==> config.mk <==
export PLATFORM = sky130hd
export DESIGN_NAME = lif_spike_collector
export DESIGN_NICKNAME = d
export VERILOG_FILES = /design/src/rtl/lif_spike_collector.sv
export SDC_FILE = /design/constraint.sdc
export NUM_CORES = 1
export LEC_CHECK = 0
export CAP_MARGIN = 20
export CELL_PAD_IN_SITES_DETAIL_PLACEMENT = 1
export CELL_PAD_IN_SITES_GLOBAL_PLACEMENT = 2
export CORE_MARGIN = 4
export CORE_UTILIZATION = 45
export CTS_CLUSTER_SIZE = 8
export DETAILED_ROUTE_END_ITERATION = 16
export GPL_ROUTABILITY_DRIVEN = 0
export PLACE_DENSITY = 0.95
export SLEW_MARGIN = 20
export SYNTH_ARGS = -nofsm -noshare
export SYNTH_HDL_FRONTEND = slang
export SYNTH_SLANG_ARGS = --single-unit
==> constraint.sdc <==
create_clock -name clk -period 8 [get_ports clk]
set_input_delay 2.4 -clock clk [delete_from_list [all_inputs] [get_ports clk]]
set_output_delay 2.4 -clock clk [all_outputs]
set_load 0.02 [all_outputs]
==> src/rtl/lif_spike_collector.sv <==
// lif_spike_collector: round-robin capture of per-lane LIF spikes into a timestamped AER event FIFO
module lif_spike_collector #(
  parameter int NUM_LANES   = 4,
  parameter int NEURON_ID_W = 4,
  parameter int TS_W        = 8,
  parameter int FIFO_DEPTH  = 8,
  parameter int DROP_W      = 8
) (
  input  logic                             clk,
  input  logic                             rst_n,
  input  logic                             scan_start_en,
  input  logic [NUM_LANES-1:0]             spike_in,
  input  logic [NUM_LANES*NEURON_ID_W-1:0] spike_id_in,
  output logic                             ev_valid,
  input  logic                             ev_ready,
  output logic [NEURON_ID_W-1:0]           ev_id,
  output logic [TS_W-1:0]                  ev_ts,
  output logic [$clog2(FIFO_DEPTH):0]      fifo_count,
  output logic [DROP_W-1:0]                drop_cnt,
  output logic                             overflow
);
  localparam int LW = $clog2(NUM_LANES);
  localparam int AW = $clog2(FIFO_DEPTH);
  logic [TS_W-1:0]        r_ts;
  logic [NUM_LANES-1:0]   r_pend;
  logic [NEURON_ID_W-1:0] r_hid [NUM_LANES];
  logic [TS_W-1:0]        r_hts [NUM_LANES];
  logic [LW-1:0]          r_ptr;
  logic [NEURON_ID_W-1:0] r_mid [FIFO_DEPTH];
  logic [TS_W-1:0]        r_mts [FIFO_DEPTH];
  logic [AW-1:0]          r_wp, r_rp;
  logic [AW:0]            r_cnt;
  logic [DROP_W-1:0]      r_drop;
  logic                   r_ovf;
  logic [2*NUM_LANES-1:0] w_rot;
  logic                   w_any, w_pop, w_push;
  logic [LW-1:0]          w_off, w_gidx, w_ptr_nxt;
  logic [LW:0]            w_sum;
  logic [NUM_LANES-1:0]   w_gnt, w_drop;
  logic [DROP_W:0]        w_dsum;
  // Rotating the pending flags so the search start lands at bit 0 turns round-robin into a priority encode.
  always_comb w_rot = {r_pend, r_pend} >> r_ptr;
  always_comb begin
    w_any = 1'b0;
    w_off = '0;
    for (int k = NUM_LANES - 1; k >= 0; k--)
      if (w_rot[k]) begin
        w_any = 1'b1;
        w_off = LW'(k);
      end
  end
  always_comb begin
    w_sum     = {1'b0, r_ptr} + {1'b0, w_off};
    w_gidx    = (w_sum >= (LW+1)'(NUM_LANES)) ? LW'(w_sum - (LW+1)'(NUM_LANES)) : w_sum[LW-1:0];
    w_ptr_nxt = (w_gidx == LW'(NUM_LANES - 1)) ? '0 : w_gidx + 1'b1;
    w_pop     = (r_cnt != '0) && ev_ready;
    w_push    = w_any && ((r_cnt != (AW+1)'(FIFO_DEPTH)) || w_pop);
    w_gnt     = w_push ? (NUM_LANES'(1) << w_gidx) : '0;
    w_drop    = spike_in & r_pend & ~w_gnt;
  end
  always_comb begin
    w_dsum = {1'b0, r_drop};
    for (int k = 0; k < NUM_LANES; k++)
      w_dsum = w_dsum + (DROP_W+1)'(w_drop[k]);
  end
  always_ff @(posedge clk or negedge rst_n) begin
    if (!rst_n) begin
      r_ts   <= '0;
      r_pend <= '0;
      r_ptr  <= '0;
      r_wp   <= '0;
      r_rp   <= '0;
      r_cnt  <= '0;
      r_drop <= '0;
      r_ovf  <= 1'b0;
      for (int i = 0; i < NUM_LANES; i++) begin
        r_hid[i] <= '0;
        r_hts[i] <= '0;
      end
      for (int i = 0; i < FIFO_DEPTH; i++) begin
        r_mid[i] <= '0;
        r_mts[i] <= '0;
      end
    end else begin
      if (scan_start_en) r_ts <= r_ts + 1'b1;
      for (int i = 0; i < NUM_LANES; i++)
        if (spike_in[i] && !w_drop[i]) begin
          r_pend[i] <= 1'b1;
          r_hid[i]  <= spike_id_in[i*NEURON_ID_W +: NEURON_ID_W];
          r_hts[i]  <= r_ts;
        end else if (w_gnt[i]) begin
          r_pend[i] <= 1'b0;
        end
      if (w_push) begin
        r_mid[r_wp] <= r_hid[w_gidx];
        r_mts[r_wp] <= r_hts[w_gidx];
        r_wp        <= r_wp + 1'b1;
        r_ptr       <= w_ptr_nxt;
      end
      if (w_pop) r_rp <= r_rp + 1'b1;
      r_cnt  <= r_cnt + (AW+1)'(w_push) - (AW+1)'(w_pop);
      r_drop <= w_dsum[DROP_W] ? '1 : w_dsum[DROP_W-1:0];
      if (|w_drop) r_ovf <= 1'b1;
    end
  end
  always_comb begin
    ev_valid   = r_cnt != '0;
    ev_id      = r_mid[r_rp];
    ev_ts      = r_mts[r_rp];
    fifo_count = r_cnt;
    drop_cnt   = r_drop;
    overflow   = r_ovf;
  end
endmodule

==> results.sh <==
export IMPL_yosysMostFrequentCell="dfrtp_1"
export IMPL_post_cts_buffers=0
export IMPL_worst_pin_slew_ns=1.18
export IMPL_avgSynthCellArea_um2=11.7
export IMPL_ys_ff_latch=177
export IMPL_rsz0062_at_grt="no"
export IMPL_holdBufCountCts=0
export IMPL_rr_worst_depth=18
export IMPL_clock_latency_ns=0.44
export IMPL_yosys_most_used_dff="dfrtp_1"
export IMPL_critPathLaunchType="input port"
export IMPL_critPathCaptureType="flip-flop"
export IMPL_min_path_type="reg -> reg"
export IMPL_grt_max_degree=102
export IMPL_synth_cell_area_um2=9700
export IMPL_synth_cell_types=53
export IMPL_ff_latch_area_um2=4430
export IMPL_worstPathMaxFanout=14
export IMPL_netlist_area_leader_share_pct=45.7
export IMPL_drive_gt1_share_pct=17.4
export IMPL_cp_arrival_ns=6.47
export IMPL_cts_tree="built"
export IMPL_htreeDepth=4
export IMPL_die_x_um=155
export IMPL_n_antenna_cell=0
export IMPL_coreArea_um2=21100
export IMPL_area_growth_synth_to_final_pct=11.3
export IMPL_nets=861
export IMPL_ir_worst_vdd_uv=353
export IMPL_num_io_pins=50
export IMPL_clock_sinks=177
export IMPL_synth_nets=873
export IMPL_cts_root_buf="clkbuf_16"
export IMPL_via_per_inst=6.65
export IMPL_yosys_warnings=0
export IMPL_grt_pass1_vias=7846
export IMPL_drc=0
export IMPL_cts_buffers=17
export IMPL_grt_pass1_wl_um=43100
export IMPL_hold_viol=0
export IMPL_p_leak_nw=4.85
export IMPL_pre_cts_ws_ns=1.53
export IMPL_drv_cap=0
export IMPL_start_util_pct=46.0
export IMPL_layout_min_cycle_time_ns=6.12
export IMPL_hpwl_um=15400
export IMPL_layout_setup_ws_ns=1.88
export IMPL_fill_cells=2176
export IMPL_min_path_cells=1
export IMPL_final_period_utilization_pct=76.4
export IMPL_portBuffers=49
export IMPL_grtUsageTotal_pct=22.2
export IMPL_overflow=0
export IMPL_route_detailed_wl_per_inst_um=23.6
export IMPL_num_rows=53
export IMPL_clk_pin_slew_ns=0.08
export IMPL_ys_async_sr_fraction_pct=100
export IMPL_dieArea_um2=24000
export IMPL_synth_top_cells_by_count="dfrtp_1, a211o_1, a211oi_1, nor4_1, mux2_2"
export IMPL_skew_ns=0.0123
export IMPL_fin_tns_setup_ns=0
export IMPL_ys_top_cells_by_area="dfrtp_1, a211o_1, a211oi_1"
export IMPL_antenna_found_initial=0
export IMPL_ant_nets=0
export IMPL_multi_input_area_um2=4770
export IMPL_fin_area_um2=10800
export IMPL_place_area_um2=10200
export IMPL_dr_total_vias=7364
export IMPL_routed_wl_um=26200
export IMPL_p_total_w=0.00552
export IMPL_drtPass1Iterations=5
export IMPL_path_class="in -> reg"
export IMPL_max_freq_ghz=0.164
export IMPL_status="completed"
export IMPL_setup_viol=0
export IMPL_clock_path_buffers=2
export IMPL_die_h_um=155
export IMPL_drtIter0Drc=550
export IMPL_ys_seq_area_share_pct=45.7
export IMPL_slew_viol_final=0
export IMPL_p_per_area_nw_per_um2=512
export IMPL_whs_ns=0.487
export IMPL_slew_headroom_pct=21.4
export IMPL_yosys_area_top_type="dfrtp_1"
export IMPL_cts_resized_gates=0
export IMPL_synth_edf_count=0
export IMPL_synthCells=832
export IMPL_crit_required_ns=8.36
cell usage in the layout, fill, tap and decap left out, types with 3 or more instances in the layout:
cell and count:
dfrtp_1 176, nor4_1 96, a211oi_1 96, a211o_1 96, mux2_2 61, clkdlybuf4s50_1 48, mux4_2 26, mux2i_1 25
nand2_1 23, clkbuf_16 17, inv_1 16, buf_4 14, ha_1 13, xnor2_1 11, nor2_1 10, o21ai_0 8
nor2b_1 7, nand4_1 7, xor2_1 6, nand3_1 6, nand2b_1 5, inv_6 5, inv_8 5, a21oi_1 4
a21o_1 4, fa_1 4, a31oi_1 3, and3_1 3, clkinv_8 3
power by group:
group          internal [W]  switching (W)  total [W]
Clock              0.000421       0.000421   0.000842
Combinational       0.00120        0.00181    0.00301
Sequential          0.00129       0.000382    0.00167
Total               0.00291        0.00261    0.00552
layer usage:
layer	vias up	global-route usage [%]	part of all wire [%]	routed length (µm)
met1	3899	30.5	45	11800
li1	3253	-	-	-
met3	33	3.78	3.9	1020
met4	0	6.10	1.4	361
met2	179	36.8	50	13000
met5	-	0	0	0
final cells by class:
type / instances / area share, %
clock inverters: 15 / 1.50
multi-input cells: 544 / 44.2
flip-flops and latches: 177 / 41.0
inverters: 17 / 0.591
repair buffers: 63 / 5.53
clock buffers: 17 / 3.94
well taps: 275 / 3.19
cells by family (layout without fill, tap and decap cells):
| kind of cell | Yosys count | in the layout | synth area share (%) |
|---|---|---|---|
| compound gates | 224 | 224 | 18.4 |
| flops | 177 | 177 | 45.7 |
| simple gates | 173 | 173 | 10.6 |
| mux | 113 | 113 | 15.8 |
| buf+inv | 111 | 112 | 5.47 |
| fa+ha+maj | 17 | 17 | 2.50 |
| xor+xnor | 17 | 17 | 1.54 |
critical path, stage by stage:
cell and delay, ns:
clkdlybuf4s50_1 0.50, nor2b_1 0.25, o21a_1 0.55, inv_2 0.18, nor2_1 0.17, nand3_1 0.17
nand3_1 0.25, fa_1 0.48, fa_1 0.44, inv_1 0.10, fa_1 0.24, and4_1 0.29
nand4_1 0.27, o21ai_0 0.18
registers in the layout (all words and copies together), names as in the netlist:
name        cells
overflow        1
r_hid          16
drop_cnt        8
r_wp            3
r_mts          64
r_ptr           2
r_hts          32
r_ts            8
r_pend          4
r_rp            3
fifo_count      4
r_mid          32
through the flow:
step / utilization [%] / cells
after floorplan: - / 832
after global placement: 48.4 / 1076
after detailed placement: 48.4 / 1076
after CTS: 51.2 / 1108
after global routing: 51.2 / 1108
final: 51.2 / 1108
worst paths after layout:
kind | from | endpoint | slack (ns)
max in group asynchronous | rst_n | r_rp[0] | 4.72
worst max-delay path | ev_ready | drop_cnt[4] | 1.88
worst min-delay path | r_mts[43] | r_mts[43] | 0.49
worst max register to register | r_pend[1] | drop_cnt[4] | 2.45
worst min register to register | r_mts[43] | r_mts[43] | 0.49
min in group asynchronous | rst_n | drop_cnt[4] | 1.90
Note: power is estimated with default switching activity, not from simulation.
